--- src/rtl/regfile_wsel_pipe.sv ---
// Registered one-hot write-select decoder with valid/ready on both sides and a two-entry skid buffer.
// Optional macro REGFILE_WSEL_ZMASK_EN suppresses and counts writes to the zero register (index NSEL-1).
module regfile_wsel_pipe #(
  parameter int ADDR_W = 5,
  localparam int NSEL = 2**ADDR_W
) (
  input  logic              clk,
  input  logic              reset_n,
  input  logic              in_valid,
  output logic              in_ready,
  input  logic [ADDR_W-1:0] in_addr,
  input  logic              in_en,
  output logic              out_valid,
  input  logic              out_ready,
  output logic [NSEL-1:0]   out_sel,
  output logic [ADDR_W-1:0] out_addr,
  output logic [7:0]        drop_cnt,
  output logic [1:0]        dbg_state
);

  // Handshake: a transfer happens on a side exactly when valid && ready are both high at a
  // rising edge; once out_valid is high, out_sel/out_addr stay put until out_ready is seen.
  typedef enum logic [1:0] {
    ST_EMPTY = 2'd0,
    ST_ONE   = 2'd1,
    ST_TWO   = 2'd2
  } state_t;

  state_t state, state_nx;

  logic              accept;
  logic              emit;
  logic              load_or_in;
  logic              load_or_sr;
  logic              load_sr;
  logic [NSEL-1:0]   dec_sel;
  logic [NSEL-1:0]   sr_sel;
  logic [ADDR_W-1:0] sr_addr;

`ifdef REGFILE_WSEL_ZMASK_EN
  logic zero_hit;
  assign zero_hit = in_en && (in_addr == {ADDR_W{1'b1}});
`endif

  always_comb begin
    dec_sel = '0;
    for (int i = 0; i < NSEL; i++) begin
      dec_sel[i] = in_en && (in_addr == ADDR_W'(i));
    end
`ifdef REGFILE_WSEL_ZMASK_EN
    if (zero_hit) dec_sel = '0;
`endif
  end

  assign out_valid = (state != ST_EMPTY);
  assign accept    = in_valid && in_ready;
  assign emit      = out_valid && out_ready;
  assign dbg_state = state;

  always_ff @(posedge clk) begin
    if (!reset_n) state <= ST_EMPTY;
    else          state <= state_nx;
  end

  always_comb begin
    state_nx = state;
    case (state)
      ST_EMPTY: if (accept) state_nx = ST_ONE;
      ST_ONE: begin
        if (accept && !emit)      state_nx = ST_TWO;
        else if (!accept && emit) state_nx = ST_EMPTY;
      end
      ST_TWO:   if (emit) state_nx = ST_ONE;
      default:  state_nx = ST_EMPTY;
    endcase
  end

  always_comb begin
    in_ready   = reset_n && (state != ST_TWO);
    load_or_in = 1'b0;
    load_or_sr = 1'b0;
    load_sr    = 1'b0;
    case (state)
      ST_EMPTY: load_or_in = accept;
      ST_ONE: begin
        load_or_in = accept && emit;
        load_sr    = accept && !emit;
      end
      ST_TWO:   load_or_sr = emit;
      default: ;
    endcase
  end

  always_ff @(posedge clk) begin
    if (!reset_n) begin
      out_sel  <= '0;
      out_addr <= '0;
      sr_sel   <= '0;
      sr_addr  <= '0;
    end else begin
      if (load_or_in) begin
        out_sel  <= dec_sel;
        out_addr <= in_addr;
      end else if (load_or_sr) begin
        out_sel  <= sr_sel;
        out_addr <= sr_addr;
      end
      if (load_sr) begin
        sr_sel  <= dec_sel;
        sr_addr <= in_addr;
      end
    end
  end

  // The drop counter advances when the request is taken in, not when it leaves.
`ifdef REGFILE_WSEL_ZMASK_EN
  always_ff @(posedge clk) begin
    if (!reset_n)                                    drop_cnt <= 8'd0;
    else if (accept && zero_hit && drop_cnt != 8'hFF) drop_cnt <= drop_cnt + 8'd1;
  end
`else
  assign drop_cnt = 8'd0;
`endif

endmodule
--- config.mk ---
export PLATFORM = sky130hd
export DESIGN_NAME = regfile_wsel_pipe
export DESIGN_NICKNAME = d
export VERILOG_FILES = /design/src/rtl/regfile_wsel_pipe.sv
export SDC_FILE = /design/constraint.sdc
export NUM_CORES = 1
export LEC_CHECK = 0
export CORE_ASPECT_RATIO = 1.4
export CORE_MARGIN = 2
export CORE_UTILIZATION = 47
export CTS_CLUSTER_SIZE = 30
export DETAILED_ROUTE_END_ITERATION = 16
export PLACE_DENSITY_LB_ADDON = 0.2
export SLEW_MARGIN = 40
export SYNTH_ARGS = -nofsm -noshare
export SYNTH_HDL_FRONTEND = slang
export SYNTH_SLANG_ARGS = --single-unit
--- constraint.sdc ---
create_clock -name clk -period 1.9 [get_ports clk]
set_input_delay 0.57 -clock clk [delete_from_list [all_inputs] [get_ports clk]]
set_output_delay 0.57 -clock clk [all_outputs]
set_load 0.01 [all_outputs]
## After elaboration in Yosys (flattened, before gate mapping)

Cells that the tools add are included.

- Logic and storage cells: 99
- Register bits after elaboration: 76
- Input bits: 10
- Output and inout bits: 49

- Muxes and demuxes: 12
- Reductions and logical operators: 45
- Equal/unequal tests: 37

Operators with widths:

| cell | number |
|---|---|
| $eq 5x5->1 const B | 16 |
| $mux 32 | 2 |
| $eq 5x4->1 const B | 8 |
| $logic_and 1x1->1 | 38 |
| $eq 5x3->1 const B | 4 |
| $eq 5x2->1 const B | 2 |
| $mux 5 | 2 |
| $mux 2 | 4 |
| $ne 2x2->1 const B | 3 |
| $pmux 2 s3 | 1 |
| $eq 5x1->1 const B | 1 |
| $logic_not 5->1 | 1 |
| $reduce_bool 2->1 | 2 |
| $ne 3x3->1 const B | 1 |
| $reduce_and 3->1 | 1 |
| $eq 2x1->1 const B | 1 |
| $eq 2x2->1 const B | 1 |
| $logic_not 1->1 | 2 |
| $logic_not 2->1 | 1 |
| $mux 1 | 2 |
| $pmux 1 s2 | 1 |

## Depth between registers and ports, before layout

Gate-level depths: netlist of the first run.

- Word-level depth: 8
- Mapped depth: 6
- Mapped depth without buffers: 3

## Least setup slack after synthesis of the first run

Ideal clock, no wire load.

- Path kind: in2out
- Start point: input reset_n
- End point: output in_ready
- Setup slack: 0.015 ns
- Buffers on the path: 2
- Data required time: 1.330 ns
- Cell stages on the path: 4
- Data arrival time: 1.315 ns
- Cell sequence: inv_1 > clkbuf_1 > buf_1 > a21oi_1

- Longest elaborated chain between the ends: 1

RTL lines:

| what | RTL line | source |
|---|---|---|
| start: declaration | 8 | `input logic reset_n,` |
| $logic_and 1x1->1 | 79 | `in_ready = reset_n && (state != ST_TWO);` |
| end: declaration | 10 | `output logic in_ready,` |

Every way passes these cells.

## Worst setup path after layout of the first run

- Start point: register out_sel[3]
- End point: output out_sel[3]

RTL lines:

| what | RTL line | source |
|---|---|---|
| start: declaration | 15 | `output logic [NSEL-1:0] out_sel,` |
| start signal: assignment | 102 | `out_sel <= dec_sel;` |
| start signal: assignment | 105 | `out_sel <= sr_sel;` |

No word-level cell between the ends.

==> run summary, run 1 <==
After the last flow step, the layout net total stands at 492. The horizontal die dimension came out at 78.53 um. Across all register-to-register paths, the minimum setup slack is 0.37 ns. The library cell contributing the largest single delay on the critical path is sky130_fd_sc_hd__clkdlybuf4s50_1. Dividing the detail-routed via count by the number of cells gives 5.909. Among all flip-flop cells after synthesis, the most frequent one is sky130_fd_sc_hd__dfxtp_1.

The total setup violations reported at the end of the flow came out at 0. Of all flip-flops after synthesis, the portion carrying an async set or reset was 0. The fmax came out at 542.5 MHz. The kind of cell with the highest combined delay along the critical path is buffers and inverters.

The share of the core filled with cells came out at 0.5951. The first-pass GRT wire length came out at 15860 um. The number of different library cells in the post-synthesis netlist is 33. The buffer and inverter count on the worst path came out at 1. The maximum net fanout on the critical path came out at 2. The I/O pin total came out at 59. The floorplan die area came out at 8507 sq um. The floorplan step defined a core boundary enclosing 7655 sq um. The kind of end point of the critical path is an output pin. The required time reported for the critical path endpoint came out at 1.33 ns. The clock sink count is 76.

Summing over every cut layer, the via total after detailed routing is 3457. Total power for the finished layout comes to 3.453 mW. The number of cells after detailed placement came out at 568. The flow ran to the end, and the final reports show no timing, DRC or antenna violations. The number of hold violations in the final report is 0. The clock tree from TritonCTS is built. The worst setup path is launched from a flip-flop. The root buffer cell chosen for the clock tree is sky130_fd_sc_hd__clkbuf_8. After floorplanning, the core was divided into 38 placement rows. In this run the number of cells on the critical path is 1.

The worst register-to-register path begins at dbg_state[1]. Of the cells placed in the final design, the portion with a size suffix greater than 1 is 0.1423. The worst min-delay path endpoint is sr_sel[15].

The final count of pins violating max slew is 0. The antenna diode count came out at 0. In this run, synthesis produced a sequential element count of 76. The clock passes through at most 2 buffers. The mapped cell area came out at 3655 sq um. The design area is 4556 sq um. The library cells used most frequently in the layout, excluding fill and tap cells, are sky130_fd_sc_hd__nand2_1 (75), sky130_fd_sc_hd__dfxtp_1 (75), sky130_fd_sc_hd__clkdlybuf4s50_1 (45), sky130_fd_sc_hd__a21oi_1 (40). In this run, post-CTS hold repair placed 0 buffers.

The largest net degree at the start of global routing came out at 76. The critical path goes through clkdlybuf4s50_1. The largest voltage drop on the vdd net is 507.0 uV.

The footprint of the flip-flops and latches came out at 1525 sq um. The sum of net half-perimeters after detailed placement is 5727 um. For this design the ratio of total power to cell area is 758.1 nW/um^2. Counting every instance in the synthesized netlist gives 437.

The first routing iteration left 303 violations. The relative slew slack is 0.4876. Setup repair after global routing left no endpoint under its margin. The mean post-synth cell area is 8.363 sq um. The number of global-route vias before repair is 3258.

The DRC violation count after routing came out at 0. After layout, the minimum clock period comes to 1.843 ns. The global route total overflow came out at 0.

The overall track demand over capacity in global routing came out at 0.2347. The max-capacitance violation count is 0. The number of search-and-repair iterations in the first detailed-routing pass is 4.

The clock latency of the later-clocked register in the worst-skew pair came out at 0.35 ns. By startpoint and endpoint, the worst setup path is classified as flip-flop to output pin. The die is 108.3 um tall. The per-cell routed wire length came out at 16.06 um. The actual transition at the worst max-transition pin came out at 0.7686 ns. The worst stage delay on the critical path is 0.55 ns. The worst hold path cell count came out at 2.

The area occupied by multi-input gates came out at 1747 sq um. The area added between synthesis and finish came out at 24.65%. The data arrival time at the worst-slack endpoint came out at 1.27 ns. In this run the most critical hold path is launched from sr_sel[15].

In this run the critical register-to-register path is captured at out_sel[8]. In this run the worst hold path is classified as flip-flop to flip-flop. In this run the worst setup path begins at out_sel[3]. The final-layout worst hold slack came out at 0.4775 ns. The leakage power total came out at 1.552 nW. The number of synthesized flops with an enable pin came out at 0. Summed over all layers, the routed wires come to 9394 um. The number of filler instances in the final layout is 727.

The standard cell area after detailed placement is 4349 sq um. The effective utilization at floorplan came out at 0.4774. Between clock sinks in the finished design, the worst skew comes to 0.005419 ns. The count of buffers inserted at the top-level ports came out at 50. The initial antenna violation count came to 0. The path depth of the worst reg2reg path came out at 5. The count of warnings emitted by yosys is 0.

The post-route non-filler standard cell count came out at 585. The share of the Yosys chip area taken by registers is 0.4163. The depth of the CTS H-tree is 3.

After clock tree synthesis, the clock-pin slew on the worst setup and hold paths is 0.07 ns. The remaining number of nets flagged by the antenna check after routing is 0. The number of CTS-inserted buffers came out at 9. The global placer's final weighted congestion is 0.7894. The fraction of the cycle the final worst path needs came out at 0.9701.
[synth_stat cells (5+ instances only)]
master / count / share of area
sky130_fd_sc_hd__a21oi_1: 40 / 0.055
sky130_fd_sc_hd__a211oi_1: 32 / 0.066
sky130_fd_sc_hd__o21ai_0: 37 / 0.051
sky130_fd_sc_hd__buf_6: 7 / 0.022
sky130_fd_sc_hd__nand3_1: 5 / 0.0068
sky130_fd_sc_hd__nand2_1: 75 / 0.077
sky130_fd_sc_hd__buf_4: 17 / 0.035
sky130_fd_sc_hd__buf_2: 30 / 0.041
sky130_fd_sc_hd__a311oi_1: 37 / 0.089
sky130_fd_sc_hd__nor3_1: 6 / 0.0082
sky130_fd_sc_hd__nand4_1: 32 / 0.055
sky130_fd_sc_hd__dfxtp_1: 76 / 0.42
sky130_fd_sc_hd__clkbuf_1: 14 / 0.014
[worst max-delay path by stage]
stage,to
global route,out_sel[0]
floorplan,in_ready
detailed placement,in_ready
global placement,in_ready
finish,out_sel[3]
CTS,out_valid
[tightest hold or removal path: stages (launching register included)]
cell and delay, ns:
sky130_fd_sc_hd__dfxtp_1 0.31, sky130_fd_sc_hd__o21ai_0 0.06, sky130_fd_sc_hd__a21oi_1 0.06
[state kept, by name, indices dropped and copies added (netlist names)]
register / count
sr_sel: 32
out_addr: 5
sr_addr: 5
dbg_state: 2
out_sel: 32
[cells by family (layout without fill, tap and decap cells)]
kind of cell	Yosys count	in the layout	share of synthesized area
AOI/OAI and AO/OA	147	147	0.2619
buffers and inverters	71	112	0.1150
DFF	76	76	0.4163
muxes	1	1	0.002739
other	1	8	0.001026
and+or+nand+nor	141	141	0.2030
[power by group]
part,switching [mW],internal (mW)
sequential,0.0300,1.65
clock,0.559,0.663
combinational,0.299,0.254
total,0.889,2.56
[per-layer routing]
metal,vias to the layer above,part of all wire,track usage
met5,-,0,0
met4,0,0.014,0.1003
met3,9,0.044,0.05843
met2,87,0.51,0.3748
met1,1668,0.43,0.3010
li1,1693,-,-
[repair_timing]
action                                  4_1_cts  5_1_grt
gates resized for setup                      10        0
buffers inserted                              0        3
endpoints found under the setup margin        4        1
[final cells by class]
cell class | count | share of cell area
tap | 100 | 0.02746
clock buffer | 12 | 0.03406
sequential | 76 | 0.3348
clock inverter | 2 | 0.007690
inverter | 2 | 0.001648
multi-input combinational | 297 | 0.3834
timing repair buffer | 96 | 0.2109
[through the flow]
step / TNS [ns] / setup slack, ns
6_report: 0 / 0.05679
5_1_grt: 0 / 0.01314
4_1_cts: 0 / 0.01293
3_5_place_dp: -13.37 / -0.4265
3_3_place_gp: -11.66 / -0.4315
2_1_floorplan: 0 / 0.01514
(Power assumes the default switching activity.)
==> inputs of run 2 (changes only) <==
==> constraint.sdc (replaced) <==
create_clock -name clk -period 1.9 [get_ports clk]
set_input_delay 0.57 -clock clk [delete_from_list [all_inputs] [get_ports clk]]
set_output_delay 0.57 -clock clk [all_outputs]
set_load 0.1 [all_outputs]
==> run 2 against run 1 <==
Against the previous run: utilization increased by 6.3 points; die area stayed put; final area rose by 11%; combinational power is 110% higher; clock-buffer cell count unchanged.
==> run summary, run 2 (synthesized netlist as in run 1, its figures left out) <==
The clock transition at the registers of the reported paths came out at 0.07 ns (about the same). The count of buffers inserted at the top-level ports came out at 50 (unchanged). The area occupied by multi-input gates was 1760 sq um (+0.79%).

STA classifies the critical path startpoint as a primary input. The met3 layer wire length in the routed design came out at 476 um (+15%). The largest net degree at the start of global routing came to 76 (unchanged).

The fraction of the cycle the final worst path needs was 0.9663 (-0.003836). In the layout the commonest cells are sky130_fd_sc_hd__nand2_1 (75), sky130_fd_sc_hd__dfxtp_1 (74), sky130_fd_sc_hd__buf_12 (54), sky130_fd_sc_hd__a21oi_1 (39). The area added between synthesis and finish came out at 37.93%. The depth of the CTS H-tree came out at 3 (unchanged). The number of global-route vias before repair is 3272 (+0.43%).

The wire length on met1 came to 3919 um (-3.6%). The horizontal die dimension came out at 78.53 um (unchanged). The setup slack of the worst register-to-register path came out at 0.36 ns (about the same).

The minimum clock period came out at 1.836 ns (-0.007289 ns). The effective utilization at floorplan came out at 0.4774 (unchanged). The placeable core area was 7655 sq um (unchanged). The total via count after detailed routing is 3477 (+0.58%). The largest voltage drop on the vdd net is 608.3 uV (+20%).

The sum of net half-perimeters after detailed placement came out at 6048 um (+5.6%). The total power is 4.123 mW (+19%). The total setup violations reported at the end of the flow came out at 0 (unchanged). The flow ran to the end, and the final reports show no timing, DRC or antenna violations. The global route total overflow is 0 (unchanged). The final count of pins violating max slew came to 0 (unchanged).

In this run the top signal layer used is met4. The power density over cell area came to 817.8 nW/um^2 (+7.9%). The amount of wire on met2 after detailed routing is 5126 um (+7.2%).

The post-cts hold buffer count is 0 (unchanged). The first-pass GRT wire length is 15960 um (+0.61%). The vertical die dimension came to 108.3 um (unchanged). The per-cell routed wire length was 16.53 um (+3.0%). The wire length after detailed routing is 9656 um (+2.8%).

The cell sitting at the root of the clock tree is a sky130_fd_sc_hd__clkbuf_8. The clock sink count is 76 (unchanged). The relative slew slack is 0.4783 (-0.009266).

The number of DRC violations after detailed-routing iteration 0 is 315 (+4.0%). The number of buffers on the longest clock path is 2 (unchanged). The number of CTS-inserted buffers came out at 9 (unchanged). The number of hold violations in the final report came to 0 (unchanged). The DRC violation count after routing was 0 (unchanged). The data arrival time at the worst-slack endpoint came out at 1.27 ns (about the same). The number of filler instances in the final layout is 628 (-14%). The critical path is of the primary input to output pin type. The share of the core filled with cells came out at 0.6585 (+0.06342). The design area is 5041 sq um (+11%).

The standard cell area after detailed placement is 4828 sq um (+11%). The total setup buffers inserted after CTS came out at 0 (unchanged). The global placer's final weighted congestion is 0.8511 (+7.8%).

The remaining number of nets flagged by the antenna check after routing is 0 (unchanged). The total negative setup slack is 0 ns (unchanged). The required time reported for the critical path endpoint came out at 1.33 ns (about the same). The maximum net fanout on the critical path is 2 (unchanged). The antenna diode count came out at 0 (unchanged). The floorplan die area is 8507 sq um (unchanged). The leakage power total came out at 1.783 nW (+15%).

The number of rows created at floorplan is 38 (unchanged). The clock latency of the later-clocked register in the worst-skew pair is 0.35 ns (about the same). The final net count was 489 (-0.61%). The type of the tightest min-delay check is flip-flop to flip-flop.

The final clock skew came out at 0.007014 ns (+0.001596 ns). The kind of end point of the critical path is an output pin. The footprint of the flip-flops and latches came out at 1526 sq um (about the same). The ratio of cells with drive above 1 in the final layout is 0.2273 (+0.08500). The I/O pin total is 59 (unchanged).

The initial antenna violation count is 0 (unchanged). Setup repair after global routing left no endpoint under its margin. The max-capacitance violation count came out at 0 (unchanged). The actual transition at the worst max-transition pin came out at 0.7825 ns (+0.01390 ns).

The overall track demand over capacity in global routing is 0.2353 (+0.0006191). The library cell used most frequently in the layout, excluding fill and tap cells, is sky130_fd_sc_hd__nand2_1. The number of search-and-repair iterations in the first detailed-routing pass came out at 7 (+3). The fmax came out at 544.7 MHz (+0.40%). The per-cell via count in the routed design is 5.954 (+0.75%). In the final layout, the registers with the most flip-flops are out_sel (32), sr_sel (32). TritonCTS built the clock tree.
[run 2: changes by cell type in the layout (fill, tap and decap cells not counted), sizes merged]
cell,before,now
buf,47,84
dlygate4sd2,4,1
clkdlybuf4s50,45,5
dlymetal6s2s,0,3
clkinvlp,0,1
clkinv,1,2
[run 2: metrics by stage]
step / setup WS (ns) / cells / hold slack (ns)
global placement: -0.2917 / 568 / 0.4614
CTS: 0.06058 / 584 / 0.4764
detailed placement: -0.3176 / 568 / 0.4663
finish: 0.06408 / 584 / 0.4776
global route: 0.02921 / 584 / 0.4957
floorplan: -0.05980 / 444 / 0.4494
[run 2: final timing paths]
check	startpoint	to	depth (start not counted)
worst max-delay path	reset_n	in_ready	5
worst min-delay path	sr_sel[11]	sr_sel[11]	2
worst max register to register	dbg_state[1]	out_sel[5]	5
worst min register to register	sr_sel[11]	sr_sel[11]	2
[run 2: critical path, cell delays in order]
cell	delay, ns
sky130_fd_sc_hd__dlygate4sd2_1	0.23
sky130_fd_sc_hd__buf_6	0.13
sky130_fd_sc_hd__inv_12	0.03
sky130_fd_sc_hd__a21oi_4	0.12
sky130_fd_sc_hd__buf_12	0.18
[run 2: power by group]
part | internal (mW) | total (mW) | switching, mW
Clock | 0.675 | 1.26 | 0.587
Sequential | 1.65 | 1.71 | 0.0650
Combinational | 0.388 | 1.15 | 0.759
[run 2: per-layer routing]
layer,global-route usage,vias up
li1,-,1686
met1,0.2907,1660
met4,0.1003,0
met3,0.04925,11
met2,0.3956,120
met5,0,-
[run 2: layout make-up]
cell class	instances	share of cell area
Tap cell	100	0.02482
Clock buffer	12	0.03078
Sequential cell	76	0.3028
Timing Repair Buffer	93	0.2790
Multi-Input combinational cell	297	0.3492
Inverter	2	0.003971
Clock inverter	4	0.009432
[run 2: repair_timing]
item                       CTS  global route
setup endpoints to repair    1             4
resized for setup            2             3
hold endpoints to repair     0             0
==> inputs of run 3 (changes only) <==
--- a/config.mk
+++ b/config.mk
@@ -10,6 +10,7 @@
 export CORE_UTILIZATION = 47
 export CTS_CLUSTER_SIZE = 30
 export DETAILED_ROUTE_END_ITERATION = 16
+export GPL_TIMING_DRIVEN = 0
 export PLACE_DENSITY_LB_ADDON = 0.2
 export SLEW_MARGIN = 40
 export SYNTH_ARGS = -nofsm -noshare
==> run 3 against run 2 <==
Against the previous run: global-route usage increased by 0.96 points; worst setup slack lost 0.0025 ns; utilization decreased by 9.0 points; clock skew grew 0.0016 ns.
==> run summary, run 3 (synthesized netlist as in run 1, its figures left out) <==
The setup slack after layout is 0.06161 ns (-0.002469 ns). The post-route non-filler standard cell count came out at 606 (+3.8%). The area added between synthesis and finish is 19.07%. The required time reported for the critical path endpoint came out at 1.33 ns (about the same). Walking the worst path, the cells encountered are buf_4 > or2_4 > buf_6. The total setup violations reported at the end of the flow came out at 0 (unchanged). The library cell contributing the largest single delay on the critical path is sky130_fd_sc_hd__dfxtp_2. The number of hold violations in the final report is 0 (unchanged).

The leakage power total is 1.654 nW (-7.2%). In this run the critical register-to-register path is launched from dbg_state[1]. The largest voltage drop on the vdd net is 549.7 uV (-9.6%). The standard cell area after detailed placement is 4110 sq um (-15%). The horizontal die dimension is 78.53 um (unchanged). The per-cell via count in the routed design is 5.880 (-1.2%). The final net count came out at 512 (+4.7%). The worst stage delay on the critical path came to 0.32 ns (+0.09 ns).

In the layout the commonest cells are sky130_fd_sc_hd__nand2_1 (75), sky130_fd_sc_hd__dfxtp_1 (74), sky130_fd_sc_hd__buf_2 (66), sky130_fd_sc_hd__a21oi_1 (39). The path depth of the worst reg2reg path came out at 6 (+1). The floorplan die area is 8507 sq um (unchanged). The number of DRC violations after detailed-routing iteration 0 came to 283 (-10%).

The critical register-to-register path endpoint is out_sel[4]. The clock tree from TritonCTS is built. The max-capacitance violation count is 0 (unchanged). The fraction of the cycle the final worst path needs came out at 0.9676 (+0.001299). Leaving out fill and tap cells, the most frequent cell in the layout is sky130_fd_sc_hd__nand2_1. The global placer's final weighted congestion came out at 0.8256 (-3.0%).

The post-cts hold buffer count is 0 (unchanged). The clock sink count is 76 (unchanged). The remaining number of nets flagged by the antenna check after routing is 0 (unchanged). The overall track demand over capacity in global routing is 0.2450 (+0.009644). The flow ran to the end, and the final reports show no timing, DRC or antenna violations. The worst setup path is launched from a flip-flop. The first-pass GRT wire length is 16170 um (+1.3%).

The design area is 4352 sq um (-14%). The number of rows created at floorplan came out at 38 (unchanged). In the final layout, the registers with the most flip-flops are out_sel (32), sr_sel (32). The sum of net half-perimeters after detailed placement was 7085 um (+17%). The largest net degree at the start of global routing is 13 (-83%). The number of filler instances in the final layout is 738 (+18%). The setup path with the least slack is of type flip-flop to output pin.

The launch instance of the worst min-delay path is reset_n. The maximum net fanout on the critical path came to 10 (+8). The minimum setup slack after placement came out at -0.8161 ns (-0.4985 ns). The effective utilization at floorplan is 0.4774 (unchanged). The global route total overflow is 0 (unchanged). The clock transition at the registers of the reported paths was 0.08 ns (about the same).

The placeable core area is 7655 sq um (unchanged). The footprint of the flip-flops and latches came out at 1526 sq um (unchanged). The worst min-delay path endpoint is dbg_state[0]. The wire length after detailed routing is 10150 um (+5.2%).

The worst setup path is captured at an output pin. The depth of the CTS H-tree is 3 (unchanged). The per-cell routed wire length is 16.76 um (+1.3%). The antenna diode count is 0 (unchanged). The fmax was 544.0 MHz (-0.13%). The total via count after detailed routing came out at 3563 (+2.5%). The count of buffers inserted at the top-level ports came out at 46 (-8.0%). The area occupied by multi-input gates came out at 1760 sq um (unchanged). The master cell of the clock root buffer is sky130_fd_sc_hd__clkbuf_8. The number of CTS-inserted buffers is 9 (unchanged).

The number of cells after detailed placement came out at 590 (+3.9%). The vertical die dimension is 108.3 um (unchanged). The number of search-and-repair iterations in the first detailed-routing pass is 5 (-2).

The actual transition at the worst max-transition pin is 0.5492 ns (-0.2333 ns). The share of the core filled with cells is 0.5685 (-0.09006). The final count of pins violating max slew was 0 (unchanged). The number of global-route vias before repair came out at 3227 (-1.4%). The number of buffers on the longest clock path is 2 (unchanged). The final clock skew is 0.008658 ns (+0.001643 ns).

In this design, the largest share of critical-path delay is due to buffers and inverters. The logic depth of the worst setup path including buffers is 3 (-2). The data arrival time at the worst-slack endpoint came out at 1.27 ns (about the same). The setup slack of the worst register-to-register path came out at 0.32 ns (-0.04 ns). The minimum clock period is 1.838 ns (+0.002469 ns).

The DRC violation count after routing came out at 0 (unchanged). The final-layout worst hold slack is 0.4477 ns (-0.02993 ns). The initial antenna violation count is 0 (unchanged).

The buffer and inverter count on the worst path is 2 (-2). The ratio of cells with drive above 1 in the final layout came out at 0.2470 (+0.01976). The power density over cell area is 888.3 nW/um^2 (+8.6%).

The worst hold path cell count came out at 2 (unchanged). The relative slew slack came out at 0.6339 (+0.1555). The clock latency of the later-clocked register in the worst-skew pair is 0.37 ns (+0.02 ns). The type of the tightest min-delay check is primary input to flip-flop.

The I/O pin total is 59 (unchanged).
-- run 3: cell types whose count changed in the layout (fill, tap and decap cells not counted), sizes merged --
cell / before / now
clkbuf: 12 / 25
buf: 84 / 97
clkdlybuf4s50: 5 / 1
dlygate4sd2: 1 / 0
clkinvlp: 1 / 0
inv: 2 / 3
clkinv: 2 / 3
-- run 3: per-layer routing --
| metal | vias to the layer above | GRT usage | wire length (um) |
|---|---|---|---|
| met5 | - | 0 | 0 |
| met4 | 0 | 0.1078 | 264 |
| met3 | 24 | 0.05676 | 618 |
| met2 | 139 | 0.4158 | 5169 |
| met1 | 1669 | 0.2944 | 4101 |
| li1 | 1731 | - | - |
-- run 3: how the worst max path moves through the flow --
stage                       from         end  slack, ns
floorplan                reset_n    in_ready      -0.06
global placement         reset_n    in_ready      -1.52
detailed placement       reset_n    in_ready      -0.82
CTS                   in_addr[1]  out_sel[4]      -0.07
global route            in_valid  sr_sel[25]      -0.01
finish              dbg_state[1]   out_valid       0.06
-- run 3: report_power, final --
part	total (mW)	switching [mW]	internal, mW
clock	1.23	0.599	0.629
combinational	0.958	0.765	0.193
sequential	1.68	0.0310	1.65
-- run 3: area by class of cell --
cell class                 count  area share
sequential                    76      0.3508
clock inverter                 5     0.01179
timing repair buffer          48     0.06987
tap                          100     0.02875
clock buffer                  10     0.03163
inverter                       2    0.004600
multi-input combinational    297      0.4045
buffer                        68     0.09804
-- run 3: metrics by stage --
step / power, mW / setup TNS [ns]
after CTS: 3.870 / -0.07408
after global placement: 2.706 / -30.89
after floorplan: 2.492 / -0.05980
after global routing: 4.002 / -0.01411
final: 3.866 / 0
after detailed placement: 2.658 / -26.27
-- run 3: repair_timing --
item	in CTS	in global routing
setup endpoints to repair	16	17
gates resized for setup	17	6
setup buffers	0	2
